File: config.mk
export PLATFORM = sky130hd
export DESIGN_NAME = reg_pipe_bank
export DESIGN_NICKNAME = d
export VERILOG_FILES = /design/src/rtl/reg_pipe_pkg.sv /design/src/rtl/reg_pipe_stage.sv /design/src/rtl/reg_pipe_bank.sv
export SDC_FILE = /design/constraint.sdc
export NUM_CORES = 1
export LEC_CHECK = 0
export CORE_MARGIN = 4
export CORE_UTILIZATION = 40
export DETAILED_ROUTE_END_ITERATION = 8
export GPL_ROUTABILITY_DRIVEN = 0
export PLACE_DENSITY = 0.74
export SLEW_MARGIN = 10
export SYNTH_ARGS = -nofsm -noshare
export SYNTH_HDL_FRONTEND = slang
export SYNTH_SLANG_ARGS = --single-unit
File: constraint.sdc
create_clock -name clk -period 2.24 [get_ports clk]
set_clock_uncertainty 0.2 [all_clocks]
set_input_delay 0.336 -clock clk [delete_from_list [all_inputs] [get_ports clk]]
set_output_delay 0.336 -clock clk [all_outputs]
set_load 0.02 [all_outputs]
File: src/rtl/reg_pipe_pkg.sv
// Shared helpers for the reg_pipe family: width arithmetic and the default
// per-channel reset value.
package reg_pipe_pkg;

  localparam int DEF_RST_VAL = 0;

  function automatic int clog2(input int value);
    int r;
    r = 0;
    for (int i = 0; i < 31; i++) begin
      if ((1 << i) < value) r = i + 1;
    end
    return r;
  endfunction

  // Bits needed to hold 0..depth, never less than one.
  function automatic int cnt_width(input int depth);
    return (clog2(depth + 1) < 1) ? 1 : clog2(depth + 1);
  endfunction

endpackage

File: src/rtl/reg_pipe_stage.sv
// One elastic valid/data register stage. It can load whenever it is empty or the
// stage downstream can take its current entry.
module reg_pipe_stage #(
  parameter int             W        = 9,
  parameter logic [W-1:0]   RST_WORD = '0
) (
  input  logic         clk,
  input  logic         rst,
  input  logic         flush,
  input  logic         up_valid,
  input  logic [W-1:0] up_data,
  input  logic         dn_ready,
  output logic         valid,
  output logic [W-1:0] data,
  output logic         rdy
);

  assign rdy = ~valid | dn_ready;

  // NOTE: non-blocking assignments so every stage samples its neighbour's pre-edge value.
  always_ff @(posedge clk) begin
    if (rst) begin
      valid <= 1'b0;
      // NOTE: data is reset too, so out_data shows the programmed reset word after rst.
      data  <= RST_WORD;
    end else if (flush) begin
      valid <= 1'b0;
    end else if (rdy) begin
      valid <= up_valid;
      if (up_valid) data <= up_data;
    end
  end

endmodule

File: src/rtl/reg_pipe_bank.sv
// Multi-channel elastic register pipeline: DEPTH valid/ready stages with bubble
// collapsing, flush, programmable reset word and an in-flight occupancy count.
module reg_pipe_bank
  import reg_pipe_pkg::*;
#(
  parameter int               WIDTH   = 3,
  parameter int               NCH     = 3,
  parameter int               DEPTH   = 2,
  parameter logic [WIDTH-1:0] RST_VAL = WIDTH'(DEF_RST_VAL)
) (
  input  logic                          clk,
  input  logic                          rst,
  input  logic                          flush,
  input  logic                          in_valid,
  output logic                          in_ready,
  input  logic [WIDTH*NCH-1:0]          in_data,
  output logic                          out_valid,
  input  logic                          out_ready,
  output logic [WIDTH*NCH-1:0]          out_data,
  output logic [cnt_width(DEPTH)-1:0]   count
);

  localparam int             W        = WIDTH * NCH;
  localparam int             CW       = cnt_width(DEPTH);
  localparam logic [W-1:0]   RST_WORD = {NCH{RST_VAL}};

  logic           accept;
  logic           pop;
  logic [DEPTH-1:0] valid_q;
  logic [W-1:0]   data_q [DEPTH];
  logic [CW-1:0]  count_q;

  // Each stage keeps its own rdy so the combinational ready chain runs stage to
  // stage from out_ready back to the input without a self-referencing vector.
  for (genvar s = 0; s < DEPTH; s++) begin : g_stage
    logic         rdy;
    logic         up_valid;
    logic [W-1:0] up_data;
    logic         dn_ready;

    if (s == 0) begin : g_head
      assign up_valid = accept;
      assign up_data  = in_data;
    end else begin : g_body
      assign up_valid = valid_q[s-1];
      assign up_data  = data_q[s-1];
    end

    if (s == DEPTH - 1) begin : g_tail
      assign dn_ready = out_ready;
    end else begin : g_mid
      assign dn_ready = g_stage[s+1].rdy;
    end

    reg_pipe_stage #(
      .W        (W),
      .RST_WORD (RST_WORD)
    ) u_stage (
      .clk      (clk),
      .rst      (rst),
      .flush    (flush),
      .up_valid (up_valid),
      .up_data  (up_data),
      .dn_ready (dn_ready),
      .valid    (valid_q[s]),
      .data     (data_q[s]),
      .rdy      (rdy)
    );
  end

  assign in_ready  = g_stage[0].rdy & ~flush & ~rst;
  assign accept    = in_valid & in_ready;
  assign out_valid = valid_q[DEPTH-1];
  assign out_data  = data_q[DEPTH-1];
  assign pop       = out_valid & out_ready;
  assign count     = count_q;

  // A pop during flush is legal but the entry is simply gone; count restarts at zero.
  always_ff @(posedge clk) begin
    if (rst || flush) begin
      count_q <= '0;
    end else if (accept && !pop) begin
      count_q <= count_q + CW'(1);
    end else if (pop && !accept) begin
      count_q <= count_q - CW'(1);
    end
  end

  a_count_matches_valid: assert property (
    @(posedge clk) disable iff (rst) count_q == CW'($countones(valid_q))
  );

endmodule

# [Word-level counts from Yosys, hierarchy flattened]
# Cells that the tools add are included.
[op_classes] n_addsub=2 muxes=2 n_bitwise=10 reduce_logical=9
[op_table] operator="$reduce_and 3->1" count=2
[op_table] operator="$and 1x1->1" count=4
[op_table] operator="$mux 2" count=2
[op_table] operator="$not 1->1" count=4
[op_table] operator="$add 2x1->2 const B" count=1
[op_table] operator="$logic_and 1x1->1" count=2
[op_table] operator="$logic_not 1->1" count=2
[op_table] operator="$or 1x1->1" count=2
[op_table] operator="$reduce_bool 2->1" count=1
[op_table] operator="$reduce_or 2->1" count=1
[op_table] operator="$sub 2x1->2 const B" count=1
[op_table] operator="$logic_or 1x1->1" count=1
[word_totals] ff_bits=22 input_bits=14 word_cells=28

# [Longest topological paths before layout]
[depth] word_depth=10 mapped_depth=7 depth_no_buf=6

# [Hierarchy]
# From an unflattened synthesis, not the netlist that was laid out.
[hier_totals] hier_cells=103 hier_area_um2=1039.7
[by_module_without_submodules] module="reg_pipe_stage" instances=2 cells_each=45 area_each_um2=462.9 seq_area_each_um2=200.2
[by_module_without_submodules] module="reg_pipe_bank" instances=1 cells_each=13 area_each_um2=113.9 seq_area_each_um2=40.0

# [Worst setup path after synthesis]
# OpenSTA, ideal clock, no wires.
[synth_timing] path_kind="reg-to-reg" start="register g_stage[1].u_stage.valid" end="register count_q[1], in the netlist count[1]" setup_time_ns=0.076 t_arrival_ns=1.791 path_slack_ns=0.173 path_stages_with_launch=7 period_less_slack_ns=2.067 cell_sequence="dfxtp_1 nand3b_4 and2_1 buf_6 ha_1 or3_1 a21boi_0"
[synth_via] elab_chain_len=9 word_cells_on_any_way=13 classes_between="1 x mux; 7 x bitwise; 5 x reduce/logical"
[synth_lines] element="start: declaration" line="reg_pipe_stage.sv:13" rtl="output logic valid,"
[synth_lines] element="start signal: assignment" line="reg_pipe_stage.sv:29" rtl="valid <= up_valid;"
[synth_lines] element="$not 1->1 *" line="reg_pipe_stage.sv:18" rtl="assign rdy = ~valid | dn_ready;"
[synth_lines] element="$or 1x1->1 * (2 in series)" line="reg_pipe_stage.sv:18"
[synth_lines] element="$and 1x1->1 * (2 in series)" line="reg_pipe_bank.sv:71" rtl="assign in_ready = g_stage[0].rdy & ~flush & ~rst;"
[synth_lines] element="$and 1x1->1 *" line="reg_pipe_bank.sv:72" rtl="assign accept = in_valid & in_ready;"
[synth_lines] element="named net accept" line="reg_pipe_bank.sv:27" rtl="logic accept;"
[synth_lines] element="$logic_not 1->1" line="reg_pipe_bank.sv:84" rtl="end else if (pop && !accept) begin"
[synth_lines] element="$logic_and 1x1->1" line="reg_pipe_bank.sv:84"
[synth_lines] element="$reduce_bool 2->1 (no source line)"
[synth_lines] element="end signal: assignment" line="reg_pipe_bank.sv:83" rtl="count_q <= count_q + CW'(1);"
[synth_lines] element="end signal: assignment" line="reg_pipe_bank.sv:85" rtl="count_q <= count_q - CW'(1);"
[synth_lines] element="end: declaration" line="reg_pipe_bank.sv:31" rtl="logic [CW-1:0] count_q;"
# The timed path passes the listed nets; every way through them passes the cells marked *.
# A chain may end at the register's enable or synchronous reset.

# [Worst setup path after layout]
[layout_timing] start="input port out_ready" end="output port in_ready"
[layout_via] elab_chain_len=4
[layout_lines] element="start: declaration" line="reg_pipe_bank.sv:18" rtl="input logic out_ready,"
[layout_lines] element="$or 1x1->1 (2 in series)" line="reg_pipe_stage.sv:18"
[layout_lines] element="$and 1x1->1 (2 in series)" line="reg_pipe_bank.sv:71"
[layout_lines] element="end: declaration" line="reg_pipe_bank.sv:15" rtl="output logic in_ready,"
# Every way passes these cells.

==> impl_metrics.toml <==
[timing]
slew_headroom = 0.653
setup-tns-final_ps = 0
maxClockFrequency_mhz = 491
slew_violations = 0
min_period_ps = 2040
worst-slew-pin-transition_ps = 519
grt_setup_unrepaired = "false"
post-route-worst-setup-slack_ps = 202
hold_vio_cnt_final = 0
timing.final.setup_violations = 0
hold_slack_ps = 283
layout_worst_path_cycle_share = 0.910

[setup_path]
endpoint_kind = "output pin"
critPathArrivalTime_ps = 1500
cp-start-kind = "input port"
critical_path_required_ps = 1700
ws_path_type = "in2out"
critical_path_peak_fanout = 3

[synthesis]
synthMostInstantiatedCell = "dfxtp_1"
synth_area_leaders = "dfxtp_1 46%, nand3_1 9.5%, o21ai_2 8.3%"
synth-compound-area-share = 0.207
synth-edff-count = 0
dominantRegCellSynth = "dfxtp_1"
muxShareOfSynthArea = 0
ys_ff_latch = 22
synth_warnings = 0
yosys.area.top_type_share = 0.465
adder_cell_share_of_the_synthesized_area = 0.0132
synth-xor-area-share = 0.0185
syn_area_sq_um = 947
syn_area_per_cell_sq_um = 9.29
synth.largest_area_cell = "dfxtp_1"
yosysSeqAreaShare = 0.465
async_reset_ff_frac = 0
synth_top_family_by_area = "simple AND/OR/NAND/NOR gates"
synth_top_cells_by_count = "22 x dfxtp_1, 18 x nand3_1, 11 x nand2b_1"
simple_gate_area_share_of_the_yosys_netlist = 0.260
synth.distinct_cells = 23
mappedNetlistNets = 117
syn-instance-count = 102

[placed_design]
pre_cts_slack_ps = -90.6
placed_cells = 160
portBuffers = 26
dp_hpwl_mm = 1.58

[clock_tree]
htreeDepth = 1
clk_pin_slew_worst_paths_ps = 120
postCtsHoldBufs = 0
cts-buffers-inserted = 3
clkSinkCount = 22
cell_at_the_root_of_the_clock_tree = "clkbuf_4"
tritoncts_clock_tree = "yes"
clkLatencyLatePin_ps = 310
cts.path.max_buffers = 2

[global_routing]
globalRouteMet3Util = 0.0552
grtUsageTotal = 0.137
grt_pass1_vias = 806
grt.met2_usage = 0.251
grt_first_pass_wirelength_mm = 3.47
globalRouteOverflowTotal = 0
grt_max_degree = 19
grt_use_met1 = 0.149
number_of_antenna_violations_at_the_first_check_in_global_routing = 0
grt-busiest-layer = "met2"

[cells_and_area]
number_of_non_filler_instances_in_the_completed_layout = 164
final_layout_size_suffix_gt1_frac = 0.184
relative_area_change_from_synthesis_to_final_layout_pct = 40.6
num-nets-final = 152
diode_count = 0
layout.filler_cells = 210

[floorplanning]
placementRows = 17
floorplan.die.height_microns = 56.7
initial_utilization = 0.424
die_area_sq_mm = 0.00321
die_width_microns = 56.7
placeableCoreArea_sq_mm = 0.00223
io-pin-count = 27

[drt]
num_vias = 840
detail_route.vias_per_cell = 5.12
totalWireLength_mm = 2.07
route.detailed.drc = 0
drtAntennaViolNets = 0
drtIter0Drc = 11
first_pass_iters = 5
detail_route.wl_per_cell_microns = 12.6

[outcome]
run_status = "complete, no violations"

[power_and_ir_drop]
vdd_drop_max_uv = 677
power_w = 0.000797
cellPowerDensity_mw_per_mm2 = 599
cellLeakagePower_nw = 0.501

[run]
drv_cap = 0

[hold_path]
holdCritPathClass = "reg2reg"
[repair_timing]
item / in CTS / in global routing
setup endpoints to repair: 1 / 0
gates resized for setup: 1 / 0
buffers inserted: 0 / 0
[layout by cell type, fill, tap and decap left out, types with 2 or more instances in the layout]
| cell type | count |
|---|---|
| dfxtp_1 | 22 |
| a21oi_1 | 9 |
| xor2_1 | 2 |
| nand2b_1 | 11 |
| buf_4 | 9 |
| o21ai_0 | 10 |
| nor3_1 | 2 |
| clkdlybuf4s50_1 | 25 |
| a21boi_0 | 2 |
| nand3_1 | 18 |
| o21ai_2 | 9 |
| clkbuf_4 | 3 |
| nor2_1 | 2 |
[stage by stage]
stage           util  cell area, sq um
2_1_floorplan      -               947
3_3_place_gp   0.573              1280
3_5_place_dp   0.573              1280
4_1_cts        0.596              1330
5_1_grt        0.596              1330
6_report       0.596              1330
[worst paths after layout]
path	startpoint	endpoint	slack, ps	cells past startpoint
worst min-delay path	g_stage[0].u_stage.data[1]	g_stage[1].u_stage.data[1]	280	2
worst max register to register	g_stage[1].u_stage.valid	count[1]	420	5
worst min register to register	g_stage[0].u_stage.data[1]	g_stage[1].u_stage.data[1]	280	2
worst max-delay path	out_ready	in_ready	200	5
[per-layer routing]
metal | routed length (microns) | vias to the layer above | part of all wire
met4 | 0 | 0 | 0
met1 | 861 | 387 | 0.42
met5 | 0 | - | 0
met3 | 150 | 0 | 0.073
li1 | - | 425 | -
met2 | 1060 | 28 | 0.51
[worst max-delay path, cell delays in order]
cell,delay (ps)
clkdlybuf4s50_1,500
nand2b_1,140
nor2_1,60
nor3_1,120
dlygate4sd2_1,360
[kinds of logic (layout without fill, tap and decap cells)]
logic type               count (synthesis)  in the layout
XOR/XNOR                                 2              2
buffers and inverters                    6             40
AO/OA/AOI/OAI                           31             31
AND/OR/NAND/NOR                         40             40
flip-flops                              22             22
adder cells (fa/ha/maj)                  1              1
[registers in the layout (all words and copies together), names as in the netlist]
name	cells
count	2
g_stage.u_stage.valid	2
g_stage.u_stage.data	18
[final cells by class]
class | count | area (sq um) | area share
multi-input cells | 74 | 473 | 0.355
clock buffers | 3 | 22.5 | 0.0169
clock inverters | 1 | 30.0 | 0.0226
flip-flops and latches | 22 | 440 | 0.331
well taps | 28 | 35.0 | 0.0263
repair buffers | 35 | 327 | 0.245
inverters | 1 | 3.75 | 0.00282
[power breakdown]
part	switching, W	leakage [nW]	internal (W)
Sequential	0.00000799	0.179	0.000403
Combinational	0.0000366	0.294	0.0000491
Clock	0.000119	0.0279	0.000181
Total	0.000164	0.501	0.000633
Note: power is estimated with default switching activity, not from simulation.
